$ cat src/rtl/ram_port_arbiter_if.sv
// Bus bundle between the two requesters, the arbiter and the SDRAM controller
// command port. The arbiter uses the slave view; the requesters and the memory
// controller together form the master view.
//
// Handshake: every transfer is pulse based. a_req/b_req are one-cycle request
// strobes, and address, direction and data are sampled in that same cycle.
// mem_req is a one-cycle command strobe, and mem_we/mem_addr/mem_din are valid
// with it. mem_ack is a one-cycle completion strobe, and mem_dout is valid with
// it. b_valid pulses for one cycle when b_dout updates. a_wait is a level that
// stalls port A while its request is outstanding.
interface ram_port_arbiter_if;
    logic        a_req;
    logic        a_rd_n;
    logic [20:0] a_addr;
    logic [7:0]  a_din;
    logic [7:0]  a_dout;
    logic        a_wait;
    logic        b_req;
    logic [20:0] b_addr;
    logic [7:0]  b_dout;
    logic        b_valid;
    logic        mem_req;
    logic        mem_we;
    logic [20:0] mem_addr;
    logic [7:0]  mem_din;
    logic [7:0]  mem_dout;
    logic        mem_ack;
    logic        err;

    modport master (
        output a_req, a_rd_n, a_addr, a_din, b_req, b_addr, mem_dout, mem_ack,
        input  a_dout, a_wait, b_dout, b_valid, mem_req, mem_we, mem_addr, mem_din, err
    );

    modport slave (
        input  a_req, a_rd_n, a_addr, a_din, b_req, b_addr, mem_dout, mem_ack,
        output a_dout, a_wait, b_dout, b_valid, mem_req, mem_we, mem_addr, mem_din, err
    );
endinterface

$ cat src/rtl/ram_port_arbiter.sv
// Shares the single SDRAM controller port between the CPU/DMA port (A,
// read/write, stall driven) and the video fetch port (B, read only). B is
// favoured for latency, but a streak counter forces A through after
// B_STREAK_MAX consecutive B grants. A watchdog aborts any memory cycle that is
// never acknowledged and completes it with 0xFF data.
module ram_port_arbiter #(
    parameter int B_STREAK_MAX = 4,
    parameter int TIMEOUT      = 255
) (
    input  logic              clk_sys,
    input  logic              RESET,
    ram_port_arbiter_if.slave bus,
    output logic [1:0]        state_dbg
);
    typedef enum logic [1:0] {
        S_IDLE   = 2'd0,
        S_ISSUE  = 2'd1,
        S_WAIT_A = 2'd2,
        S_WAIT_B = 2'd3
    } state_t;

    localparam logic [9:0] WD_LAST    = 10'(TIMEOUT - 1);
    localparam logic [2:0] STREAK_MAX = 3'(B_STREAK_MAX);

    state_t      state;
    logic        grant_b;
    logic [9:0]  wd_cnt;
    logic [2:0]  streak;

    logic        a_pend;
    logic        a_we_q;
    logic [20:0] a_addr_q;
    logic [7:0]  a_din_q;
    logic        b_pend;
    logic [20:0] b_addr_q;

    logic        wd_expire;
    logic        a_done;
    logic        b_done;

    // The watchdog fires on the WAIT cycle that brings the count up to TIMEOUT.
    assign wd_expire = (wd_cnt == WD_LAST);
    // A completion is either a real ack or a watchdog abort; an ack wins if both occur.
    assign a_done    = (state == S_WAIT_A) && (bus.mem_ack || wd_expire);
    assign b_done    = (state == S_WAIT_B) && (bus.mem_ack || wd_expire);
    assign bus.a_wait = bus.a_req | a_pend;
    assign state_dbg  = state;

    // Port A pending entry: a new request is accepted when the entry is empty or
    // is being retired this cycle; otherwise it is dropped.
    always_ff @(posedge clk_sys) begin
        if (RESET) begin
            a_pend   <= 1'b0;
            a_we_q   <= 1'b0;
            a_addr_q <= '0;
            a_din_q  <= '0;
        end else if (bus.a_req && (!a_pend || a_done)) begin
            a_pend   <= 1'b1;
            a_we_q   <= bus.a_rd_n;
            a_addr_q <= bus.a_addr;
            a_din_q  <= bus.a_din;
        end else if (a_done) begin
            a_pend   <= 1'b0;
        end
    end

    // Port B pending entry, with the same accept/drop rule as port A.
    always_ff @(posedge clk_sys) begin
        if (RESET) begin
            b_pend   <= 1'b0;
            b_addr_q <= '0;
        end else if (bus.b_req && (!b_pend || b_done)) begin
            b_pend   <= 1'b1;
            b_addr_q <= bus.b_addr;
        end else if (b_done) begin
            b_pend   <= 1'b0;
        end
    end

    // Count the B completions that A has had to sit through, saturating at the limit.
    always_ff @(posedge clk_sys) begin
        if (RESET || !a_pend || a_done) begin
            streak <= 3'd0;
        end else if (b_done && (streak < STREAK_MAX)) begin
            streak <= streak + 3'd1;
        end
    end

    // Arbitration FSM: choose a winner, strobe the command, then wait for the ack or the watchdog.
    always_ff @(posedge clk_sys) begin
        if (RESET) begin
            state        <= S_IDLE;
            grant_b      <= 1'b0;
            wd_cnt       <= '0;
            bus.mem_req  <= 1'b0;
            bus.mem_we   <= 1'b0;
            bus.mem_addr <= '0;
            bus.mem_din  <= '0;
            bus.a_dout   <= '0;
            bus.b_dout   <= '0;
            bus.b_valid  <= 1'b0;
            bus.err      <= 1'b0;
        end else begin
            bus.mem_req <= 1'b0;
            bus.b_valid <= 1'b0;
            case (state)
                S_IDLE: begin
                    if (b_pend && (!a_pend || (streak < STREAK_MAX))) begin
                        grant_b      <= 1'b1;
                        bus.mem_req  <= 1'b1;
                        bus.mem_we   <= 1'b0;
                        bus.mem_addr <= b_addr_q;
                        bus.mem_din  <= 8'h00;
                        state        <= S_ISSUE;
                    end else if (a_pend) begin
                        grant_b      <= 1'b0;
                        bus.mem_req  <= 1'b1;
                        bus.mem_we   <= a_we_q;
                        bus.mem_addr <= a_addr_q;
                        bus.mem_din  <= a_din_q;
                        state        <= S_ISSUE;
                    end
                end
                S_ISSUE: begin
                    // An ack in this cycle arrives with the command itself and is not accepted.
                    wd_cnt <= '0;
                    state  <= grant_b ? S_WAIT_B : S_WAIT_A;
                end
                S_WAIT_A: begin
                    if (a_done) begin
                        if (!a_we_q) begin
                            bus.a_dout <= bus.mem_ack ? bus.mem_dout : 8'hFF;
                        end
                        if (!bus.mem_ack) begin
                            bus.err <= 1'b1;
                        end
                        state <= S_IDLE;
                    end else begin
                        wd_cnt <= wd_cnt + 10'd1;
                    end
                end
                S_WAIT_B: begin
                    if (b_done) begin
                        bus.b_dout  <= bus.mem_ack ? bus.mem_dout : 8'hFF;
                        bus.b_valid <= 1'b1;
                        if (!bus.mem_ack) begin
                            bus.err <= 1'b1;
                        end
                        state <= S_IDLE;
                    end else begin
                        wd_cnt <= wd_cnt + 10'd1;
                    end
                end
                default: state <= S_IDLE;
            endcase
        end
    end
endmodule

$ cat src/flat_wrapper.sv
// flat-port wrapper written by rule: the top's interface ports become plain ports
module ram_port_arbiter_flat 
#(
    parameter int B_STREAK_MAX = 4,
    parameter int TIMEOUT      = 255
)
  (clk_sys, RESET, state_dbg, bus_a_req, bus_a_rd_n, bus_a_addr, bus_a_din, bus_b_req, bus_b_addr, bus_mem_dout, bus_mem_ack, bus_a_dout, bus_a_wait, bus_b_dout, bus_b_valid, bus_mem_req, bus_mem_we, bus_mem_addr, bus_mem_din, bus_err);
  ram_port_arbiter_if bus_i ();
  input  logic clk_sys;
  input  logic RESET;
  output logic [1:0] state_dbg;
  input wire logic [$bits(bus_i.a_req)-1:0] bus_a_req;
  input wire logic [$bits(bus_i.a_rd_n)-1:0] bus_a_rd_n;
  input wire logic [$bits(bus_i.a_addr)-1:0] bus_a_addr;
  input wire logic [$bits(bus_i.a_din)-1:0] bus_a_din;
  input wire logic [$bits(bus_i.b_req)-1:0] bus_b_req;
  input wire logic [$bits(bus_i.b_addr)-1:0] bus_b_addr;
  input wire logic [$bits(bus_i.mem_dout)-1:0] bus_mem_dout;
  input wire logic [$bits(bus_i.mem_ack)-1:0] bus_mem_ack;
  output wire logic [$bits(bus_i.a_dout)-1:0] bus_a_dout;
  output wire logic [$bits(bus_i.a_wait)-1:0] bus_a_wait;
  output wire logic [$bits(bus_i.b_dout)-1:0] bus_b_dout;
  output wire logic [$bits(bus_i.b_valid)-1:0] bus_b_valid;
  output wire logic [$bits(bus_i.mem_req)-1:0] bus_mem_req;
  output wire logic [$bits(bus_i.mem_we)-1:0] bus_mem_we;
  output wire logic [$bits(bus_i.mem_addr)-1:0] bus_mem_addr;
  output wire logic [$bits(bus_i.mem_din)-1:0] bus_mem_din;
  output wire logic [$bits(bus_i.err)-1:0] bus_err;
  assign bus_i.a_req = bus_a_req;
  assign bus_i.a_rd_n = bus_a_rd_n;
  assign bus_i.a_addr = bus_a_addr;
  assign bus_i.a_din = bus_a_din;
  assign bus_i.b_req = bus_b_req;
  assign bus_i.b_addr = bus_b_addr;
  assign bus_i.mem_dout = bus_mem_dout;
  assign bus_i.mem_ack = bus_mem_ack;
  assign bus_a_dout = bus_i.a_dout;
  assign bus_a_wait = bus_i.a_wait;
  assign bus_b_dout = bus_i.b_dout;
  assign bus_b_valid = bus_i.b_valid;
  assign bus_mem_req = bus_i.mem_req;
  assign bus_mem_we = bus_i.mem_we;
  assign bus_mem_addr = bus_i.mem_addr;
  assign bus_mem_din = bus_i.mem_din;
  assign bus_err = bus_i.err;
  ram_port_arbiter #(.B_STREAK_MAX(B_STREAK_MAX), .TIMEOUT(TIMEOUT)) u_core (.clk_sys(clk_sys), .RESET(RESET), .bus(bus_i), .state_dbg(state_dbg));
endmodule
$ cat config.mk
export PLATFORM = sky130hd
export DESIGN_NAME = ram_port_arbiter_flat
export DESIGN_NICKNAME = d
export VERILOG_FILES = /design/src/rtl/ram_port_arbiter_if.sv /design/src/rtl/ram_port_arbiter.sv /design/src/flat_wrapper.sv
export SDC_FILE = /design/constraint.sdc
export NUM_CORES = 1
export LEC_CHECK = 0
export BUFFER_PORTS_ARGS = -buffer_cell sky130_fd_sc_hd__buf_4
export CAP_MARGIN = 20
export CORE_MARGIN = 2
export CORE_UTILIZATION = 45
export CTS_CLUSTER_DIAMETER = 60
export CTS_CLUSTER_SIZE = 40
export DETAILED_ROUTE_END_ITERATION = 12
export PLACE_DENSITY = 0.69
export SLEW_MARGIN = 20
export SYNTH_ARGS = -nofsm -noshare
export SYNTH_HDL_FRONTEND = slang
export SYNTH_SLANG_ARGS = --single-unit
$ cat constraint.sdc
create_clock -name clk_sys -period 2.4 [get_ports clk_sys]
set_input_delay 0.48 -clock clk_sys [delete_from_list [all_inputs] [get_ports clk_sys]]
set_output_delay 0.48 -clock clk_sys [all_outputs]
set_load 0.005 [all_outputs]
==> key figures <==
Final layout
  • Design area: about 0.0064 mm2
  • Area Growth Syn to Fin: 32.58%
  • Nets: a little over 700
  • Cell Count, Final, Fillers Out: 785
  • Ratio of cells with drive above 1 in the final layout: 28.66%
  • Diodes inserted: 0
  • Fillers: 903

Global routing
  • Overall overflow remaining after global route: 0
  • Tot GR Track Use: 22.65%
  • Largest net degree at the start of global routing: 58
  • First-pass GRT wire length: 20920 um
  • Number of global-route vias before repair: ~4.2k
  • Initial antenna violation count: 0

Pwr
  • IR drop worst, VDD: roughly 0.41 mV
  • Overall power: ~0.0054 W
  • Leak pwr: between 2 and 3 nW
  • Cell area power density: ~840 mW/mm2

Clock tree
  • Sink Count: ~120
  • Post-CTS Hold Buffers: 0
  • Cts repair resizes: 0
  • CTS max path bufs: 2
  • Clk slew on worst S/H paths: roughly 50 ps
  • Worst skew pair latency: 520 ps
  • CTS tree: yes
  • Num CTS Buffers: 17
  • Root Buffer: clkbuf_8
  • CTS HTree Levels: 4
  • Setup bufs post-CTS: 0

Placed design
  • Global placement routability congestion: roughly 0.85
  • Placed inst area: 0.005824 mm2
  • Post-DP HPWL: roughly 8400 um
  • DP Cell Count: around 760
  • I/O Buffers: around 120

Drt
  • Initial DRC Count: 321
  • Wire per inst: 16.62 um
  • DR vias: about 4.5k
  • Total Wirelength: approximately 13000 um
  • Post-route antenna net violation count: 0
  • Final routed DRC violation total: 0
  • Drt first pass iters: 4
  • Vias per inst: around 5.7

Setup path
  • Worst Setup Path Type: register to register
  • Crit path buf inv count: 1
  • Worst-path cell chain: inv_1, a311oi_1, a2111oi_0, a31o_2
  • CP peak stage delay: between 700 and 800 ps
  • CP max-delay cell: dfxtp_1
  • Top delay family on crit path: compound AO/OA/AOI/OAI gates
  • Critical Path RT: about 2800 ps
  • Worst setup SP type: register
  • Worst EP arrival: ~2500 ps
  • Crit path max fanout: 18
  • Element type at the critical path end: register

Synth
  • Mapped Avg Cell Area: between 9 and 10 um2
  • Post-synthesis compound-gate area fraction: between 20 and 25%
  • Library cells used by synthesis: 50
  • Adder-Cell Fraction of Synth Area: less than 1%
  • Synthesized Nets: approximately 600
  • Largest family of logic cells by synthesized area: compound AO/OA/AOI/OAI gates
  • Register bit count reported by yosys: 118
  • Post-synth ARST share: 0%
  • Number of synthesized flops with an enable pin: 0
  • Syn Inst Count: about 530
  • Main flop type after synthesis: dfxtp_1
  • XOR/XNOR Fraction of Synth Area: 0%
  • Mux share of post-synthesis cell area: roughly 5.4%
  • Synth Cell Area: 0.004842 mm2
  • Simple-gate share of the synthesized area: about 16%
  • Register area share after synthesis: between 40 and 50%
  • Yosys warning count: 0

Timing
  • Clock Skews: ~14 ps
  • Setup_tns: 0 ps
  • Worst hold slack: roughly 240 ps
  • Final period utilization: roughly 86%
  • Worst slew margin: a little over a third
  • Max-slew violations: 0
  • Worst Tran Pin Value: approximately 940 ps
  • Tmin final: just over 2000 ps
  • Fin. Hold Viols: 0
  • RSZ-0062 raised after global routing: no
  • Setup violators final: 0
  • Highest clock rate: 0.4851 GHz

Floorplan
  • DIE WIDTH: approximately 110 um
  • Die area: 0.01161 mm2
  • Initial Utilization: 46.69%
  • Row count: 37
  • CORE AREA: 0.01037 mm2
  • Io pins: ~120
  • Die Y: 107.7 um

Worst hold path
  • Hold Crit Class: input pin to register

Flow run
  • MaxCap Viol Count: 0

Status
  • Status: completed
==> power by group <==
group / switching (W) / leakage, nW / internal (W)
sequential: 0.0000963 / 0.965 / 0.00209
clock: 0.000862 / 0.285 / 0.00168
combinational: 0.000339 / 1.27 / 0.000309
==> sequential cells by signal, summed over array words and instances, names as in the netlist, 2 cells and up <==
register,count
u_core.a_addr_q,21
u_core.b_addr_q,21
u_core.bus.mem_addr,21
u_core.wd_cnt,10
u_core.a_din_q,8
u_core.bus.a_dout,8
u_core.bus.b_dout,8
u_core.bus.mem_din,8
u_core.streak,3
u_core.state_dbg,2
==> path summary, 6_finish.rpt <==
check	startpoint	endpoint	slack (ps)	cells past startpoint
hold / removal	bus_a_din[2]	u_core.a_din_q[2]	240	3
hold reg to reg	u_core.a_addr_q[6]	u_core.a_addr_q[6]	460	2
setup reg to reg	u_core.state_dbg[1]	u_core.wd_cnt[9]	340	4
setup / recovery	u_core.state_dbg[1]	u_core.wd_cnt[9]	340	4
==> routing by layer <==
layer	GRT usage, %	vias up	share of wire (%)
li1	-	2200	-
met1	30.25	2093	45
met2	34.95	161	46
met3	5.206	17	7.4
met4	9.890	0	1.8
met5	0	-	0
==> stage by stage <==
| stage | utilization, % | setup WS [ps] |
|---|---|---|
| after CTS | 61.91 | 402.4 |
| after global routing | 61.91 | 217.8 |
| after floorplan | - | 831.7 |
| after global placement | 56.17 | 510.5 |
| after detailed placement | 56.17 | 438.2 |
| final | 61.91 | 338.7 |
==> cells in the mapped netlist, types with 10 or more instances <==
library cell | count | area (um2)
dfxtp_1 | 118 | 2362
a21oi_1 | 58 | 290.3
nand3_1 | 58 | 290.3
o21ai_0 | 57 | 285.3
nor2_1 | 38 | 142.6
clkbuf_1 | 35 | 131.4
mux2i_1 | 26 | 260.3
a211oi_1 | 22 | 165.2
o221a_2 | 16 | 180.2
nand2_1 | 12 | 45.04
a22oi_1 | 10 | 75.07
inv_1 | 10 | 37.54
==> cell usage in the layout (no fill, tap or decap), drive strengths merged, types with 3 or more instances in the layout <==
master,count
ha,3
nand4,4
o221a,16
a22oi,10
nor3,11
o31ai,3
or3,5
nor2,39
a211oi,22
clkbuf,22
bufinv,3
buf,130
nand2,12
nand3,58
a21oi,58
inv,10
o21ai,57
and4,3
clkinvlp,3
mux2i,26
dfxtp,118
==> cell type report <==
type                            count  area, um2  area share [%]
Inverter                           10      37.54          0.5847
Clock buffer                       22      473.0           7.367
Clock inverter                      8      122.6           1.910
Timing Repair Buffer              130      975.9           15.20
Multi-Input combinational cell    361       2278           35.49
Tap cell                          136      170.2           2.651
Sequential cell                   118       2362           36.80
==> logic make-up (layout without fill, tap and decap cells) <==
family / count (synthesis) / count (layout)
adders and majority gates: 3 / 3
DFF: 118 / 118
AOI/OAI and AO/OA: 186 / 186
buffers and inverters: 55 / 170
muxes: 26 / 26
and+or+nand+nor: 146 / 146
==> worst reg2reg max path, stage by stage, from the launching register on <==
cell       delay, ps
dfxtp_1          780
inv_1            140
a311oi_1         560
a2111oi_0        210
a31o_2           260
(Power assumes the default switching activity.)
